<file path="src/rtl/srl_fifo_pkg.sv">
// srl_fifo_pkg: shared state type and width helper for the SRL FIFO controller
package srl_fifo_pkg;
  typedef enum logic [1:0] {S_EMPTY, S_PART, S_FULL} srl_state_t;
  function automatic int cnt_w(input int addr_width);
    return addr_width + 1;
  endfunction
endpackage

</file>
<file path="src/rtl/srl_fifo_storage.sv">
// srl_fifo_storage: shift-on-write register array with asynchronous read, no reset
module srl_fifo_storage #(
  parameter int DATA_WIDTH = 8,
  parameter int ADDR_WIDTH = 4,
  parameter int DEPTH      = 9
) (
  input  logic                  clk,
  input  logic                  we,
  input  logic [ADDR_WIDTH-1:0] addr,
  input  logic [DATA_WIDTH-1:0] din,
  output logic [DATA_WIDTH-1:0] dout
);
  logic [DATA_WIDTH-1:0] mem [DEPTH];
  // Shift every entry one slot deeper and insert the new word at entry 0
  always_ff @(posedge clk) begin
    if (we) begin
      mem[0] <= din;
      for (int i = 1; i < DEPTH; i++) mem[i] <= mem[i-1];
    end
  end
  assign dout = mem[addr];
endmodule

</file>
<file path="src/rtl/srl_fifo_ctrl.sv">
// srl_fifo_ctrl: SRL FIFO control with full_n/empty_n handshakes; define SRL_FIFO_OUT_REG_EN for a FWFT output register
module srl_fifo_ctrl
  import srl_fifo_pkg::*;
#(
  parameter int DATA_WIDTH = 8,
  parameter int ADDR_WIDTH = 4,
  parameter int DEPTH      = 9
) (
  input  logic                        clk,
  input  logic                        rst_n,
  input  logic                        if_write,
  input  logic [DATA_WIDTH-1:0]       if_din,
  output logic                        if_full_n,
  input  logic                        if_read,
  output logic [DATA_WIDTH-1:0]       if_dout,
  output logic                        if_empty_n,
  output logic [cnt_w(ADDR_WIDTH)-1:0] if_num_data_valid,
  output logic [cnt_w(ADDR_WIDTH)-1:0] if_fifo_cap
);
  localparam int CW = cnt_w(ADDR_WIDTH);
  srl_state_t state, state_d;
  logic [CW-1:0] count, count_d;
  logic [ADDR_WIDTH-1:0] addr, addr_d;
  logic push, pop, srl_pop, push_only, pop_only;
  logic [DATA_WIDTH-1:0] srl_dout;

  assign push      = if_write & if_full_n;
  assign push_only = push & ~srl_pop;
  assign pop_only  = srl_pop & ~push;

  srl_fifo_storage #(
    .DATA_WIDTH(DATA_WIDTH),
    .ADDR_WIDTH(ADDR_WIDTH),
    .DEPTH(DEPTH)
  ) u_storage (
    .clk(clk),
    .we(push),
    .addr(addr),
    .din(if_din),
    .dout(srl_dout)
  );

`ifdef SRL_FIFO_OUT_REG_EN
  logic out_valid;
  logic [DATA_WIDTH-1:0] out_data;
  assign pop     = if_read & out_valid;
  assign srl_pop = (count != '0) & (~out_valid | pop);
  // Output register refills from the SRL head whenever it is empty or being drained
  always_ff @(posedge clk or negedge rst_n) begin
    if (!rst_n) begin
      out_valid <= 1'b0;
      out_data  <= '0;
    end else begin
      if (srl_pop) out_data <= srl_dout;
      if (srl_pop | pop) out_valid <= srl_pop;
    end
  end
  assign if_empty_n        = out_valid;
  assign if_dout           = out_data;
  assign if_num_data_valid = count + CW'(out_valid);
  assign if_fifo_cap       = CW'(DEPTH + 1);
`else
  logic empty_n;
  assign pop     = if_read & if_empty_n;
  assign srl_pop = pop;
  // Registered non-empty flag from the occupancy about to be taken
  always_ff @(posedge clk or negedge rst_n) begin
    if (!rst_n) empty_n <= 1'b0;
    else        empty_n <= count_d != '0;
  end
  assign if_empty_n        = empty_n;
  assign if_dout           = srl_dout;
  assign if_num_data_valid = count;
  assign if_fifo_cap       = CW'(DEPTH);
`endif

  // State, occupancy, read address and registered full flag
  always_ff @(posedge clk or negedge rst_n) begin
    if (!rst_n) begin
      state     <= S_EMPTY;
      count     <= '0;
      addr      <= '0;
      if_full_n <= 1'b1;
    end else begin
      state     <= state_d;
      count     <= count_d;
      addr      <= addr_d;
      if_full_n <= state_d != S_FULL;
    end
  end

  // Next state; a simultaneous push and pop never changes state
  always_comb begin
    state_d = state;
    case (state)
      S_EMPTY: if (push) state_d = S_PART;
      S_PART:  if (push_only && count == CW'(DEPTH - 1)) state_d = S_FULL;
               else if (pop_only && count == CW'(1)) state_d = S_EMPTY;
      S_FULL:  if (srl_pop) state_d = S_PART;
      default: state_d = S_EMPTY;
    endcase
  end

  // Occupancy and head address; addr stays 0 across the empty boundary
  always_comb begin
    count_d = push_only ? count + CW'(1) : pop_only ? count - CW'(1) : count;
    addr_d  = (push_only && state != S_EMPTY) ? addr + 1'b1 :
              (pop_only && count != CW'(1))   ? addr - 1'b1 : addr;
  end
endmodule
</file>
<file path="config.mk">
export PLATFORM = sky130hd
export DESIGN_NAME = srl_fifo_ctrl
export DESIGN_NICKNAME = d
export VERILOG_FILES = /design/src/rtl/srl_fifo_pkg.sv /design/src/rtl/srl_fifo_storage.sv /design/src/rtl/srl_fifo_ctrl.sv
export SDC_FILE = /design/constraint.sdc
export NUM_CORES = 1
export LEC_CHECK = 0
export BUFFER_PORTS_ARGS = -buffer_cell sky130_fd_sc_hd__buf_2
export CORE_MARGIN = 2
export CORE_UTILIZATION = 55
export DETAILED_ROUTE_END_ITERATION = 10
export PLACE_DENSITY = 0.75
export SLEW_MARGIN = 10
export SYNTH_ARGS = -nofsm -noshare
export SYNTH_HDL_FRONTEND = slang
export SYNTH_SLANG_ARGS = --single-unit
</file>
<file path="constraint.sdc">
create_clock -name clk -period 3.3 [get_ports clk]
set_clock_uncertainty 0.1 [all_clocks]
set_input_delay 0.66 -clock clk [delete_from_list [all_inputs] [get_ports clk]]
set_output_delay 0.66 -clock clk [all_outputs]
set_load 0.02 [all_outputs]
</file>
==> impl_metrics.tcl, run 1 <==
set metrics [dict create \
    firstDrtPassIters 4 \
    grt_pass1_wl_mm 8.96 \
    cts_root_buf "clkbuf_8" \
    fp.dieW_um 85.1 \
    std_cell_rows 29 \
    post-route-period-util 0.936 \
    grt_max_degree 73 \
    hold_class "input pin to asynchronous set/reset pin" \
    cts_num_sinks 85 \
    final_cell_mix "edfxtp_1 (72), buf_2 (26), mux2_2 (18)" \
    drc 0 \
    initial_utilization 0.569 \
    io_pins 32 \
    io_buffers 26 \
    slew_headroom 0.542 \
    num_vias 1750 \
    final_cells 304 \
    clk-insertion-delay-late_ps 340 \
    leakagePower_nw 1.52 \
    syn_area_per_cell_sq_um 18.8 \
    rsz0062_at_grt "no" \
    die-area_sq_um 7230 \
    cts-resized-gates 0 \
    viasPerCell 5.76 \
    hold_violations 0 \
    place_congestion 0.843 \
    crit_path_top_delay_cell "mux4_1" \
    antenna_found_initial 0 \
    ys_ff_latch 85 \
    syn_inst 192 \
    cp.arrival_ps 2330 \
    pwr_density_cell_nw_per_um2 854 \
    outcome "finished clean" \
    worst_slew_pin_slew_ps 687 \
    max_cap_viol_count 0 \
    die_h_um 85.1 \
    crit_chain "buf_4 > mux4_1 > mux2_2 > mux2_2 > buf_2" \
    post-cts-setup-buffers 0 \
    cp_data_required_time_ps 2540 \
    dp_hpwl_mm 3.31 \
    setup-tns-final_ps 0 \
    drt_wl_total_mm 5.41 \
    reg2reg_depth 10 \
    yosysUniqueCellTypes 38 \
    clock.fmax_mhz 324 \
    endpoint_kind "primary output" \
    ys_warn_count 0 \
    drtAntennaViolNets 0 \
    wl_per_cell_um 17.8 \
    area_growth_pct 11.4 \
    grt_pass1_vias 1785 \
    cts_buffers 9 \
    cts_buffer_depth 2 \
    coreArea_sq_um 6350 \
    grt_usage 0.164 \
    ys_seq_area_frac 0.689 \
    diodes 0 \
    critical_path_class "flop to primary output" \
    synth_area_sq_um 3610 \
    layout_min_cycle_time_ps 3090 \
    cpPeakStageDelay_ps 590 \
    first_iter_violations 97 \
    dp_cells 288 \
    crit_fanout 17 \
    htree_levels 3 \
    drv_slew 0 \
    final_layout_size_suffix_gt1_frac 0.273 \
    cpMostUsedCell "mux2_2" \
    overflow 0 \
    cts_hold_buf 0 \
    clk_pin_slew_ps 80 \
    nets 241 \
    peakVddDrop_mv 0.499 \
    layout_commonest_cell "edfxtp_1" \
    cts_tree "done" \
    setup_viol 0 \
    cp-start-kind "flop" \
]
-- through the flow --
step	utilization	power, mW	cell area [sq um]	hold slack, ps	setup WS, ps
final	0.634	3.44	4020	92.2	211
after global routing	0.634	3.63	4020	94.6	113
after CTS	0.634	3.47	4020	86.7	182
after detailed placement	0.596	2.60	3780	323	570
after global placement	0.596	2.58	3780	323	610
after floorplan	-	2.38	3620	264	599
-- final cells by class --
class / instances / area [sq um]
sequential: 85 / 2490
fill: 458 / 2330
multi-input combinational: 93 / 1020
timing repair buffer: 28 / 158
clock buffer: 12 / 145
tap: 77 / 96.3
clock inverter: 4 / 95.1
inverter: 5 / 18.8
-- where the power goes --
part           internal (mW)  switching [mW]
clock                  0.523           0.340
combinational          0.549           0.474
sequential              1.33           0.215
total                   2.41            1.03
-- synthesized netlist by cell type, drive strengths merged --
cell type / count / share of area
a21o: 1 / 0.0021
a21oi: 5 / 0.0069
a221oi: 1 / 0.0024
a22oi: 1 / 0.0021
a31oi: 1 / 0.0017
buf: 10 / 0.024
clkbuf: 2 / 0.0021
conb: 2 / 0.0021
dfrtp: 12 / 0.083
dfstp: 1 / 0.0073
edfxtp: 72 / 0.60
fa: 1 / 0.0055
ha: 6 / 0.021
inv: 5 / 0.0052
mux2: 18 / 0.056
mux2i: 1 / 0.0028
mux4: 16 / 0.12
nand2: 5 / 0.0052
nand2b: 1 / 0.0017
nand3: 4 / 0.0055
nand4: 1 / 0.0017
nor2: 7 / 0.0073
nor3: 1 / 0.0014
nor3b: 1 / 0.0021
nor4: 1 / 0.0017
nor4b: 1 / 0.0024
o211ai: 1 / 0.0021
o21a: 1 / 0.0021
o21ai: 2 / 0.0028
o22a: 1 / 0.0024
o22ai: 1 / 0.0017
or3: 1 / 0.0017
or4: 1 / 0.0021
xnor2: 5 / 0.012
xor2: 2 / 0.0048
-- worst max-delay path, delay by kind of cell (launching register included) --
family | cells | cell delay, ps
multiplexers | 3 | 1120
buffers and inverters | 2 | 450
flip-flops | 1 | 400
-- final timing paths --
check,start,endpoint,slack (ps)
min in group clk,u_storage.mem[2][2],u_storage.mem[3][2],340
worst min register to register,u_storage.mem[2][2],u_storage.mem[3][2],340
worst min-delay path,rst_n,if_empty_n,90
worst max register to register,if_empty_n,addr[3],950
max in group asynchronous,rst_n,if_full_n,2720
worst max-delay path,addr[1],if_dout[4],210
-- per-layer routing --
layer,GRT usage,wire (um),share of wire
met1,0.230,2550,0.47
met2,0.244,2560,0.47
met3,0.0428,226,0.042
met4,0.0765,65,0.012
met5,0,0,0
-- cells by family after synthesis --
logic type                 synth area share
AOI/OAI and AO/OA                    0.0263
xor gates and xnor gates             0.0170
adders and majority gates            0.0263
buffers and inverters                0.0315
DFF                                   0.689
muxes                                 0.175
other                               0.00208
and+or+nand+nor                      0.0329
-- registers in the layout (all words and copies together) (netlist names) --
register / count
addr: 4
if_empty_n: 1
if_full_n: 1
if_num_data_valid: 5
state: 2
u_storage.mem: 72
Note: power is estimated with default switching activity, not from simulation.
==> run 2, diff against run 1 <==
--- a/config.mk
+++ b/config.mk
@@ -10,6 +10,7 @@
 export CORE_UTILIZATION = 55
 export DETAILED_ROUTE_END_ITERATION = 10
 export PLACE_DENSITY = 0.75
+export REMOVE_ABC_BUFFERS = 1
 export SLEW_MARGIN = 10
 export SYNTH_ARGS = -nofsm -noshare
 export SYNTH_HDL_FRONTEND = slang
==> constraint.sdc (replaced) <==
create_clock -name clk -period 3.3 [get_ports clk]
set_clock_uncertainty 0.1 [all_clocks]
set_input_delay 0.33 -clock clk [delete_from_list [all_inputs] [get_ports clk]]
set_output_delay 0.33 -clock clk [all_outputs]
set_load 0.02 [all_outputs]
==> impl_metrics.tcl, run 2 (same netlist as run 1, synthesis figures left out) <==
set metrics [dict create \
    pwr_density_cell_nw_per_um2 825 \
    holdPathEnd "u_storage.mem[0][6]" \
    outcome "finished clean" \
    clk-insertion-delay-late_ps 350 \
    endpoint_kind "primary output" \
    crit_family "multiplexers" \
    largest_register_ffs 72 \
    worst_slew_pin_slew_ps 878 \
    hold_violations 0 \
    overflow 0 \
    reg2reg_depth 10 \
    post-route-period-util 0.862 \
    initial_utilization 0.569 \
    n_fill_cell 457 \
    num_vias 1773 \
    crit_buf_inv 2 \
    cts_tree "done" \
    antenna_found_initial 0 \
    cts_root_buf "clkbuf_8" \
    dp_hpwl_mm 3.31 \
    top_register "u_storage.mem" \
    cts-resized-gates 0 \
    p_sw_mw 1.04 \
    crit_chain "buf_4 > mux4_1 > mux2_2 > mux2_2 > buf_2" \
    final_area_sq_um 3960 \
    cp_data_required_time_ps 2870 \
    fp.dieW_um 85.1 \
    peakVddDrop_mv 0.399 \
    critical_path_class "flop to primary output" \
    grt_max_degree 73 \
    io_buffers 26 \
    diodes 0 \
    reg2reg_to "addr[3]" \
    cts_buffers 9 \
    p_int_mw 2.23 \
    min_from "if_din[6]" \
    drt_wl_total_mm 5.36 \
    cp-start-kind "flop" \
    crit-reg2reg-launch "if_empty_n" \
    clk_pin_slew_ps 80 \
    crit_fanout 15 \
    place_congestion 0.812 \
    coreArea_sq_um 6350 \
    cpPeakStageDelay_ps 610 \
    r2r_slack_ps 1050 \
    multi_input_comb_area_sq_um 1020 \
    rsz0062_at_grt "no" \
    cp.arrival_ps 2410 \
    hold_path_depth 1 \
    drc 0 \
    post-cts-setup-buffers 0 \
    regArea_sq_um 2490 \
    hold_class "input pin to flop" \
    grt_usage 0.161 \
    slew_headroom 0.415 \
    viasPerCell 5.81 \
    swShare 0.318 \
    final_cell_mix "edfxtp_1 (72), buf_2 (26), mux2_2 (18)" \
    cts_buffer_depth 2 \
    final_layout_size_suffix_gt1_frac 0.268 \
    drtAntennaViolNets 0 \
    htree_levels 3 \
    die_h_um 85.1 \
    grt_pass1_wl_mm 8.69 \
    die-area_sq_um 7230 \
    layout_min_cycle_time_ps 2840 \
    drv_slew 0 \
    first_iter_violations 88 \
    max_cap_viol_count 0 \
    area_growth_pct 9.70 \
    p_comb_frac 0.316 \
    cpMostUsedCell "mux2_2" \
    setup-tns-final_ps 0 \
    place_area_sq_um 3770 \
    grt_pass1_vias 1757 \
    wl_per_cell_um 17.6 \
    clock.fmax_mhz 352 \
    setup_viol 0 \
    cts_num_sinks 85 \
    firstDrtPassIters 4 \
    layout_commonest_cell "edfxtp_1" \
    power_frac_seq 0.473 \
    leakagePower_nw 1.49 \
    nets 242 \
    crit_path_top_delay_cell "mux4_1" \
    pwr-share-clk 0.211 \
    power.total_mw 3.27 \
    io_pins 32 \
    std_cell_rows 29 \
]
==> run 2: how the worst max path moves through the flow <==
| stage | startpoint | end | slack, ps | cells past startpoint |
|---|---|---|---|---|
| 2_1_floorplan | if_full_n | u_storage.mem[0][0] | 640 | 2 |
| 3_3_place_gp | addr[1] | if_dout[1] | 880 | 5 |
| 3_5_place_dp | addr[1] | if_dout[3] | 840 | 5 |
| 4_1_cts | addr[1] | if_dout[0] | 420 | 5 |
| 5_1_grt | addr[1] | if_dout[0] | 380 | 5 |
| 6_report | addr[1] | if_dout[0] | 460 | 5 |
==> run 2: power by group through the flow <==
stage / combinational [mW] / sequential [mW] / clock (mW)
after detailed placement: 1.03 / 1.58 / 0
after global routing: 1.12 / 1.58 / 0.746
after CTS: 1.04 / 1.55 / 0.707
after floorplan: 0.728 / 1.58 / 0
after global placement: 1.01 / 1.57 / 0
final: 1.03 / 1.55 / 0.690
==> run 2: repair_timing <==
| action | 4_1_cts | 5_1_grt |
|---|---|---|
| hold buffers | 1 | 0 |
| hold endpoints to repair | 12 | 0 |
| endpoints found under the setup margin | 0 | 0 |
==> run 2: layout make-up <==
cell class / count / area share
Multi-Input combinational cell: 93 / 0.258
Clock inverter: 5 / 0.0129
Tap cell: 77 / 0.0243
Sequential cell: 85 / 0.628
Inverter: 5 / 0.00473
Timing Repair Buffer: 29 / 0.0391
Clock buffer: 11 / 0.0331
==> run 2: per-layer routing <==
metal | wire length [um] | GRT usage
met2 | 2610 | 0.248
met1 | 2440 | 0.214
met4 | 106 | 0.0837
met5 | 0 | 0
met3 | 202 | 0.0399
==> run 2: per-stage QoR <==
stage               setup WS, ps   util  hold WS, ps  instances
floorplan                    638      -        -65.6        183
global route                 379  0.624         30.8        305
finish                       455  0.624         51.4        305
global placement             878  0.594          134        288
detailed placement           845  0.594          134        288
CTS                          420  0.624         33.3        305
